`config.mk`:
```
export PLATFORM = sky130hd
export DESIGN_NAME = stream_to_ddr_wr
export DESIGN_NICKNAME = d
export VERILOG_FILES = /design/src/rtl/dma_pkg.sv /design/src/rtl/dma_sync_fifo.sv /design/src/rtl/stream_to_ddr_wr.sv
export SDC_FILE = /design/constraint.sdc
export NUM_CORES = 1
export LEC_CHECK = 0
export CAP_MARGIN = 5
export CORE_MARGIN = 5
export CORE_UTILIZATION = 30
export CTS_BUF_LIST = sky130_fd_sc_hd__clkbuf_16
export DETAILED_ROUTE_END_ITERATION = 8
export DONT_BUFFER_PORTS = 1
export SYNTH_ARGS = -nofsm -noshare
export SYNTH_HDL_FRONTEND = slang
export SYNTH_HIERARCHICAL = 1
export SYNTH_SLANG_ARGS = --single-unit
export TNS_END_PERCENT = 50
```
`constraint.sdc`:
```
create_clock -name clk -period 5 [get_ports clk]
set_input_delay 0.75 -clock clk [delete_from_list [all_inputs] [get_ports clk]]
set_output_delay 0.75 -clock clk [all_outputs]
set_load 0.005 [all_outputs]
```
`src/rtl/dma_pkg.sv`:
```
// Shared types and constants for the stream-to-DDR write DMA.
package dma_pkg;

  typedef enum logic [2:0] {
    ST_IDLE = 3'd0,
    ST_FILL = 3'd1,
    ST_ADDR = 3'd2,
    ST_DATA = 3'd3,
    ST_RESP = 3'd4
  } state_e;

  localparam logic [1:0] BURST_INCR  = 2'b01;
  localparam logic [1:0] RESP_OKAY   = 2'b00;
  localparam int         BOUNDARY_4K = 4096;

endpackage

```
`src/rtl/dma_sync_fifo.sv`:
```
// First-word fall-through synchronous FIFO of 32-bit words; head is valid whenever not empty.
module dma_sync_fifo #(
  parameter int DEPTH = 32
) (
  input  logic                       clk,
  input  logic                       rstn,
  input  logic                       push_i,
  input  logic [31:0]                data_i,
  input  logic                       pop_i,
  output logic [31:0]                data_o,
  output logic [$clog2(DEPTH):0]     count_o,
  output logic                       full_o,
  output logic                       empty_o
);

  localparam int AW = $clog2(DEPTH);
  localparam int CW = AW + 1;

  logic [31:0]   mem_q [DEPTH];
  logic [AW:0]   wr_ptr_q, wr_ptr_d;
  logic [AW:0]   rd_ptr_q, rd_ptr_d;
  logic          push_ok;
  logic          pop_ok;

  assign count_o = wr_ptr_q - rd_ptr_q;
  assign full_o  = (count_o == CW'(DEPTH));
  assign empty_o = (count_o == '0);
  assign push_ok = push_i && !full_o;
  assign pop_ok  = pop_i && !empty_o;
  assign data_o  = mem_q[rd_ptr_q[AW-1:0]];

  always_comb begin
    wr_ptr_d = wr_ptr_q;
    rd_ptr_d = rd_ptr_q;
    if (push_ok) wr_ptr_d = wr_ptr_q + 1'b1;
    if (pop_ok)  rd_ptr_d = rd_ptr_q + 1'b1;
  end

  // Storage carries no reset so it can map onto plain RAM.
  always_ff @(posedge clk) begin
    if (push_ok) mem_q[wr_ptr_q[AW-1:0]] <= data_i;
  end

  always_ff @(posedge clk or negedge rstn) begin
    if (!rstn) begin
      wr_ptr_q <= '0;
      rd_ptr_q <= '0;
    end else begin
      wr_ptr_q <= wr_ptr_d;
      rd_ptr_q <= rd_ptr_d;
    end
  end

endmodule

```
`src/rtl/stream_to_ddr_wr.sv`:
```
// Write-DMA master: buffers a word stream and issues one INCR burst at a time to an AXI slave.
// Define WR_4K_SPLIT_EN to keep every burst inside a 4 KB page.
module stream_to_ddr_wr
  import dma_pkg::*;
#(
  parameter logic [3:0] WR_ID      = 4'h0,
  parameter int         MAX_BURST  = 16,
  parameter int         FIFO_DEPTH = 32
) (
  input  logic        clk,
  input  logic        rstn,
  input  logic        start,
  input  logic [31:0] start_addr,
  input  logic [15:0] start_words,
  output logic        busy,
  output logic        done,
  output logic        err,
  input  logic [31:0] STRM_DATA,
  input  logic        STRM_VALID,
  output logic        STRM_READY,
  output logic [3:0]  MASTER_WR_ADDR_ID,
  output logic [31:0] MASTER_WR_ADDR,
  output logic [7:0]  MASTER_WR_ADDR_LEN,
  output logic [1:0]  MASTER_WR_ADDR_BURST,
  output logic        MASTER_WR_ADDR_VALID,
  input  logic        MASTER_WR_ADDR_READY,
  output logic [31:0] MASTER_WR_DATA,
  output logic [3:0]  MASTER_WR_STRB,
  output logic        MASTER_WR_DATA_LAST,
  output logic        MASTER_WR_DATA_VALID,
  input  logic        MASTER_WR_DATA_READY,
  input  logic [3:0]  MASTER_WR_BACK_ID,
  input  logic [1:0]  MASTER_WR_BACK_RESP,
  input  logic        MASTER_WR_BACK_VALID,
  output logic        MASTER_WR_BACK_READY
);

  localparam int CW = $clog2(FIFO_DEPTH) + 1;

  state_e        state_q, state_d;
  logic [31:0]   addr_q, addr_d;
  logic [15:0]   remaining_q, remaining_d;
  logic [15:0]   words_q, words_d;
  logic [15:0]   accepted_q, accepted_d;
  logic [7:0]    beat_q, beat_d;
  logic          err_q, err_d;
  logic          done_q, done_d;

  logic [8:0]    beats;
  logic [8:0]    beats_rem;
  logic [7:0]    len;
  logic          last;
  logic          aw_valid;
  logic          w_valid;
  logic          strm_ready;
  logic          strm_hs;
  logic          w_hs;
  logic [CW-1:0] fifo_count;
  logic          fifo_full;
  logic          fifo_empty;
  logic [31:0]   fifo_head;

  assign beats_rem = (remaining_q < 16'(MAX_BURST)) ? remaining_q[8:0] : 9'(MAX_BURST);

`ifdef WR_4K_SPLIT_EN
  logic [12:0] room_bytes;
  logic [10:0] room_words;
  // addr is word aligned, so the room left in the page is a whole number of words.
  assign room_bytes = 13'(BOUNDARY_4K) - {1'b0, addr_q[11:0]};
  assign room_words = room_bytes[12:2];
  assign beats      = ({2'b00, beats_rem} < room_words) ? beats_rem : room_words[8:0];
`else
  assign beats      = beats_rem;
`endif

  assign len        = 8'(beats - 9'd1);
  assign busy       = (state_q != ST_IDLE);
  assign strm_ready = busy && !fifo_full && (accepted_q < words_q);
  assign strm_hs    = STRM_VALID && strm_ready;
  assign aw_valid   = (state_q == ST_ADDR);
  assign w_valid    = (state_q == ST_DATA) && !fifo_empty;
  assign w_hs       = w_valid && MASTER_WR_DATA_READY;
  assign last       = w_valid && (beat_q == len);

  dma_sync_fifo #(
    .DEPTH (FIFO_DEPTH)
  ) u_fifo (
    .clk     (clk),
    .rstn    (rstn),
    .push_i  (strm_hs),
    .data_i  (STRM_DATA),
    .pop_i   (w_hs),
    .data_o  (fifo_head),
    .count_o (fifo_count),
    .full_o  (fifo_full),
    .empty_o (fifo_empty)
  );

  always_comb begin
    state_d     = state_q;
    addr_d      = addr_q;
    remaining_d = remaining_q;
    words_d     = words_q;
    accepted_d  = accepted_q;
    beat_d      = beat_q;
    err_d       = err_q;
    done_d      = 1'b0;

    if (strm_hs) accepted_d = accepted_q + 16'd1;

    case (state_q)
      ST_IDLE: begin
        if (start) begin
          err_d = 1'b0;
          if (start_words != 16'd0) begin
            addr_d      = start_addr & 32'hFFFF_FFFC;
            remaining_d = start_words;
            words_d     = start_words;
            accepted_d  = 16'd0;
            state_d     = ST_FILL;
          end else begin
            done_d = 1'b1;
          end
        end
      end
      ST_FILL: begin
        if (32'(fifo_count) >= 32'(beats)) state_d = ST_ADDR;
      end
      ST_ADDR: begin
        beat_d = 8'd0;
        if (MASTER_WR_ADDR_READY) state_d = ST_DATA;
      end
      ST_DATA: begin
        if (w_hs) begin
          beat_d = beat_q + 8'd1;
          if (last) state_d = ST_RESP;
        end
      end
      ST_RESP: begin
        if (MASTER_WR_BACK_VALID) begin
          if (MASTER_WR_BACK_RESP != RESP_OKAY || MASTER_WR_BACK_ID != WR_ID) err_d = 1'b1;
          addr_d      = addr_q + {21'd0, beats, 2'b00};
          remaining_d = remaining_q - 16'(beats);
          if (remaining_d == 16'd0) begin
            done_d  = 1'b1;
            state_d = ST_IDLE;
          end else begin
            state_d = ST_FILL;
          end
        end
      end
      default: state_d = ST_IDLE;
    endcase
  end

  always_ff @(posedge clk or negedge rstn) begin
    if (!rstn) begin
      state_q     <= ST_IDLE;
      addr_q      <= '0;
      remaining_q <= '0;
      words_q     <= '0;
      accepted_q  <= '0;
      beat_q      <= '0;
      err_q       <= 1'b0;
      done_q      <= 1'b0;
    end else begin
      state_q     <= state_d;
      addr_q      <= addr_d;
      remaining_q <= remaining_d;
      words_q     <= words_d;
      accepted_q  <= accepted_d;
      beat_q      <= beat_d;
      err_q       <= err_d;
      done_q      <= done_d;
    end
  end

  // Address, length and data are zeroed outside their phase so reset shows all-zero buses.
  assign done                 = done_q;
  assign err                  = err_q;
  assign STRM_READY           = strm_ready;
  assign MASTER_WR_ADDR_ID    = WR_ID;
  assign MASTER_WR_ADDR_BURST = BURST_INCR;
  assign MASTER_WR_STRB       = 4'hF;
  assign MASTER_WR_ADDR_VALID = aw_valid;
  assign MASTER_WR_ADDR       = aw_valid ? addr_q : 32'd0;
  assign MASTER_WR_ADDR_LEN   = aw_valid ? len : 8'd0;
  assign MASTER_WR_DATA_VALID = w_valid;
  assign MASTER_WR_DATA       = w_valid ? fifo_head : 32'd0;
  assign MASTER_WR_DATA_LAST  = last;
  assign MASTER_WR_BACK_READY = (state_q == ST_RESP);

endmodule
```
# --- Word-level counts from Yosys, hierarchy flattened ---
# Memories as Yosys holds them, arrays and structs flattened.
# Cells that the tools add are included.
word_totals:
  ff_bits: 105
  ramBits: 1024
  input_bits: 93
  output_inout_bits: 90
  wordCells: 99
  n_memories: 1
classes:
  addsub: 8
  magnitude_cmp: 3
  eq_ne: 14
  n_mux: 38
  n_reduce_logical: 25
memory_table:
  columns: ["name", "depth", "word_bits", "rd", "rd_clocked_by_memory_dff", "write_ports", "line", "source"]
  rows:
  - ["u_fifo.mem_q", 32, 32, 1, 0, 1, "dma_sync_fifo.sv:19", "logic [31:0] mem_q [DEPTH];"]
op_table:
  columns: ["operator", "count"]
  rows:
  - ["2-to-1 mux 32 bit", 5]
  - ["2-to-1 mux 16 bit", 7]
  - ["one-hot mux 32 bit (2 select lines)", 1]
  - ["adder 32 x 11 -> 32 bit", 1]
  - ["one-hot mux 16 bit (2 select lines)", 1]
  - ["2-to-1 mux 3 bit", 7]
  - ["adder 16 x 1 -> 16 bit, second input constant", 1]
  - ["logical NOT 16 bit", 1]
  - ["< comparator 16 bit", 1]
  - ["< comparator 16 x 5 -> 1 bit, second input constant", 1]
  - ["2-to-1 mux 8 bit", 2]
  - ["one-hot mux 8 bit (2 select lines)", 1]
  - ["nonzero test 16 bit", 1]
  - ["subtractor 16 x 9 -> 16 bit", 1]
  - ["one-hot mux 3 bit (5 select lines)", 1]
  - ["adder 6 x 1 -> 6 bit, second input constant", 2]
  - ["inequality test 2 bit, second input constant", 6]
  - ["2-to-1 mux 1 bit", 10]
  - [">= comparator 6 x 9 -> 1 bit", 1]
  - ["2-to-1 mux 9 bit", 1]
  - ["adder 8 x 1 -> 8 bit, second input constant", 1]
  - ["== test 8 bit", 1]
  - ["logical AND 1 bit", 8]
  - ["AND reduction 4 bit", 2]
  - ["18 further kinds", 24]

# --- Depth between registers and ports, before layout ---
depth:
  depth_word: 10
  ltp_mapped: 18
  depth_no_buf: 15

# --- Cells and area by module ---
# Netlist, hierarchy kept.
modules_own_cells:
  columns: ["mod", "n_inst", "cells_per_inst", "area_per_inst_um2", "seq_area_each_um2"]
  rows:
  - ["dma_sync_fifo", 1, 1657, 39912.0, 31049.8]
  - ["stream_to_ddr_wr", 1, 824, 6756.5, 2277.2]

# --- Worst setup path after synthesis ---
# OpenSTA, ideal clock, no wires.
synth_path:
  kind: "reg-to-reg"
  startpoint: "register u_fifo.rd_ptr_q[1]"
  endpoint: "memory u_fifo.mem_q[30][0], enable pin"
  setup_ns: 0.421
  arrival_ns: 5.084
  required_time_ns: 4.579
  setup_slack_ns: -0.505
  path_stages_with_launch: 18
  synth_period_minus_slack_ns: 5.505
  path_cell_list: "dfrtp_1 -> buf_2 -> buf_2 -> clkbuf_1 -> inv_1 -> ha_1 -> nor2b_1 -> o221ai_1 -> o21ai_1 -> o2111ai_4 -> inv_1 -> nor3_1 -> o211ai_1 -> a211o_1 -> inv_1 -> clkbuf_1 -> nand3_1 -> nor2_1"
synth_between:
  elab_chain_cells: 9
synth_lines:
  columns: ["item", "line", "source"]
  rows:
  - ["start, declared", "dma_sync_fifo.sv:21", "logic [AW:0] rd_ptr_q, rd_ptr_d;"]
  - ["start signal, assigned", "dma_sync_fifo.sv:50", "rd_ptr_q <= rd_ptr_d;"]
  - ["subtractor 6 bit", "dma_sync_fifo.sv:25", "assign count_o = wr_ptr_q - rd_ptr_q;"]
  - ["== test 6 bit", "dma_sync_fifo.sv:26", "assign full_o = (count_o == CW'(DEPTH));"]
  - ["via fifo_full", "stream_to_ddr_wr.sv:59", "logic fifo_full;"]
  - ["logical NOT 1 bit", "stream_to_ddr_wr.sv:78", "assign strm_ready = busy && !fifo_full && (accepted_q < words_q);"]
  - ["logical AND 1 bit (2 in a row)", "stream_to_ddr_wr.sv:78", null]
  - ["logical AND 1 bit", "stream_to_ddr_wr.sv:79", "assign strm_hs = STRM_VALID && strm_ready;"]
  - ["via strm_hs", "stream_to_ddr_wr.sv:56", "logic strm_hs;"]
  - ["logical AND 1 bit", "dma_sync_fifo.sv:28", "assign push_ok = push_i && !full_o;"]
  - ["2-to-1 mux 1 bit", "dma_sync_fifo.sv:41", "if (push_ok) mem_q[wr_ptr_q[AW-1:0]] <= data_i;"]
  - ["2-to-1 mux 1 bit (not written as such)", "dma_sync_fifo.sv:41", null]
  - ["end, declared", "dma_sync_fifo.sv:19", null]
# The timed path passes the listed nets, and every way through them passes these cells.

# --- Final worst setup path ---
layout_path:
  startpoint: "register u_fifo.rd_ptr_q[1]"
  endpoint: "output MASTER_WR_DATA[22]"
layout_lines:
  columns: ["item", "line", "source"]
  rows:
  - ["memory read (32 x 32 bit)", null, null]
  - ["via fifo_head[22]", "stream_to_ddr_wr.sv:61", "logic [31:0] fifo_head;"]
  - ["2-to-1 mux 32 bit", "stream_to_ddr_wr.sv:189", "assign MASTER_WR_DATA = w_valid ? fifo_head : 32'd0;"]
  - ["end, declared", "stream_to_ddr_wr.sv:27", "output logic [31:0] MASTER_WR_DATA,"]
# The timed path passes the listed nets, and every way through them passes these cells.

==> key figures <==
Critical path
  • CP top delay family: buffers and inverters
  • Critical path type: reg -> out
  • CP Capture Type: primary output
  • Critical path's slowest cell: buf_4
  • Critical path, cell by cell: buf_12 > buf_4 > mux4_2 > mux4_2 > nand2_1 > nand2_1 > and2_1
  • Buf+Inv Stages, Crit Path: 2
  • Slowest stage delay, CP: 0.64 ns
  • Worst setup path start: u_fifo/rd_ptr_q[1]$_DFFE_PN0P_
  • Maximum fanout along the worst path: 126
  • Worst Path Required: 4.25 ns
  • RR Startpoint: u_fifo/wr_ptr_q[4]$_DFFE_PN0P_
  • Arrival @ worst endpoint: 3.99 ns
  • CP startpoint kind: flip-flop

Drt
  • DRT Pass-1 Iters: 5
  • Final wirelength: 115400 um
  • Iter 0 DRT Violations: 2116
  • Routed vias/inst: 5.052
  • Vias: 23687
  • Drt drc: 0
  • Drt wl/cell: 24.62 um
  • Antenna Violating Nets Remaining: 0

Synth
  • Post-Syn Area per Cell: 18.81 um^2
  • Synth area leaders: edfxtp_1, mux4_2, dfrtp_1
  • Seq/Total Area, Yosys: 71.41%
  • Ys async rst share: 9.139%
  • Yosys warns: 6
  • Post-synth EDFFs: 1024
  • Number of distinct library cells after synthesis: 84
  • Most common library cells after synthesis: edfxtp_1, mux4_2, nand2_1
  • Post-synth top flop: edfxtp_1
  • Post-synthesis instance total: 2481
  • Count leader, synth: edfxtp_1
  • Synthesis-stage register bit count: 1127
  • Syn Std Cell Area: 46670 um^2
  • Yosys top cell by area: edfxtp_1
  • Yosys top cell area share: 65.89%

Global routing
  • GRT Residual Overflow: 0
  • First-pass GRT wire length: 168200 um
  • Vias in the first global route: 23969
  • GRT Util Overall: 13.89%
  • Antenna violations before repair: 7
  • Largest net degree at the start of global routing: 127

STA
  • Final Hold Viols: 0
  • Clock Skews: 0.06418 ns
  • Max frequency: 211.0 MHz
  • Worst Max-Slew Pin Slew: 1.091 ns
  • Setup TNS: 0 ns
  • Relative slew margins: 27.27%
  • Tcrit/Tclk final: 94.79%
  • Final setup vio count: 0
  • Max Slew Vio Count: 0
  • RSZ-0062 raised after global routing: no
  • Min cycle time layout: 4.740 ns

Hold path
  • Hold_sp: STRM_DATA[14]
  • Worst hold path type: in -> reg

Placement
  • RD Place Congestion: 0.8195
  • Hpwl dp: 67750 um
  • Port Buffers: 0
  • Placed Area: 49670 um^2

Die
  • Die H: 404.4 um
  • Core Region: 154400 um^2
  • Initial Util: 30.22%
  • Io pins: 183
  • Die ar.: 163600 um^2
  • Row count: 144
  • Die width: 404.4 um

Power
  • Switching power: 0.008784 W
  • Combinational share of power: 31.0%
  • Max VDD drop: 0.0005234 V
  • PD cells: 527.6 nW/um^2
  • Final Power: 0.02812 W
  • Net Sw Frac: 31.23%
  • Register share of total power: 39.8%
  • Internal: 0.01934 W
  • Clock power share: 29.2%
  • Leak: 17.32 nW

Layout
  • Util after Layout: 34.53%
  • Layout cells sized above 1: 23.99%
  • Layout Nets: 2694
  • Post-route design area: 53310 um^2
  • Layout area overhead: 14.23%

Clock network
  • CTS max path bufs: 3
  • TritonCTS buffer count: 108
  • Setup Buffers After CTS: 0
  • H-tree depth: 3
  • Clk slew on worst S/H paths: 0.07 ns
  • CTS tree: built
  • Sink Count: 1127
  • CTS root buf: clkbuf_16
  • Clk Latency, worst-skew pair: 0.72 ns

Outcome
  • Status: finished clean

Flow run
  • Maxcap violations: 0
## timing repair
action / in CTS / in global routing
resized for setup: 0 / 4
hold buffers: 2 / 0
endpoints found under the hold margin: 103 / 0
endpoints found under the setup margin: 0 / 9
## sequential cells by signal, indices dropped and copies added (netlist names), 6 cells and up
name / cells
u_fifo/mem_q: 1024
words_q: 16
beat_q: 8
u_fifo/rd_ptr_q: 6
u_fifo/wr_ptr_q: 6
addr_q: 30
accepted_q: 16
remaining_q: 16
## placed cells by master, fill, tap and decap left out, types with 8 or more instances in the layout
| cell | count |
|---|---|
| o31ai_1 | 8 |
| and2_1 | 67 |
| nand2_1 | 189 |
| a21o_1 | 11 |
| xnor2_1 | 25 |
| buf_4 | 61 |
| conb_1 | 18 |
| and3_1 | 16 |
| edfxtp_1 | 1024 |
| nand4_1 | 16 |
| buf_12 | 20 |
| a21oi_1 | 58 |
| mux4_2 | 320 |
| nand3_1 | 32 |
| bufinv_16 | 12 |
| clkbuf_16 | 111 |
| clkinv_2 | 18 |
| inv_1 | 74 |
| o22ai_1 | 12 |
| nor2_1 | 70 |
| clkinv_1 | 26 |
| nor2_4 | 33 |
| xor2_1 | 11 |
| nor4_1 | 16 |
| o21ai_0 | 59 |
| dfrtp_1 | 99 |
| nor3_1 | 23 |
| ha_1 | 44 |
| nand2b_1 | 8 |
## power groups by stage
stage               Combinational (W)  Clock [W]  Sequential, W
detailed placement            0.00873          0         0.0114
global route                  0.00937    0.00879         0.0113
CTS                           0.00878    0.00839         0.0112
floorplan                     0.00623          0         0.0113
global placement              0.00872          0         0.0114
finish                        0.00871    0.00821         0.0112
## metrics by stage
step / hold slack, ns / std cells / setup slack (ns)
final: 0.1210 / 4689 / 0.2604
after floorplan: 0.4469 / 2497 / -0.5052
after global routing: 0.07197 / 4687 / 0.03016
after detailed placement: 0.4573 / 4486 / 0.5919
after global placement: 0.4574 / 4486 / 0.6075
after CTS: 0.07008 / 4686 / 0.05503
## layout make-up
type | instances | area, um^2
Fill cell | 14374 | 101100
Antenna cell | 2 | 5.005
Multi-Input combinational cell | 1174 | 12660
Timing Repair Buffer | 88 | 982.2
Tap cell | 2044 | 2557
Clock buffer | 110 | 2753
Inverter | 56 | 215.2
Sequential cell | 1127 | 33340
Clock inverter | 88 | 797.0
## layer usage
layer | vias up | track usage [%] | part of all wire [%]
li1 | 10150 | - | -
met1 | 12641 | 18.67 | 42
met2 | 756 | 22.26 | 47
met3 | 138 | 4.454 | 9.1
met4 | 2 | 2.735 | 1.8
met5 | - | 0.6433 | 0.011
## cell families after synthesis
family | synth area share (%)
AO/OA/AOI/OAI | 3.295
XOR/XNOR | 0.6756
adder cells (fa/ha/maj) | 1.265
buffers and inverters | 2.137
flip-flops | 71.41
multiplexers | 15.65
other | 0.01609
AND/OR/NAND/NOR | 5.552
## worst paths after layout
path	to	slack, ns	cells after the start
hold / removal	u_fifo/mem_q[20][14]$_DFFE_PP_	0.12	0
setup reg to reg	u_fifo/mem_q[25][26]$_DFFE_PP_	0.55	14
min in group asynchronous	remaining_q[5]$_DFFE_PN0P_	0.69	2
setup / recovery	MASTER_WR_DATA[22]	0.26	7
hold reg to reg	u_fifo/wr_ptr_q[5]$_DFFE_PN0P_	0.50	1
max in group asynchronous	u_fifo/rd_ptr_q[4]$_DFFE_PN0P_	3.81	2
No activity file was read; power rests on OpenSTA's default activity.
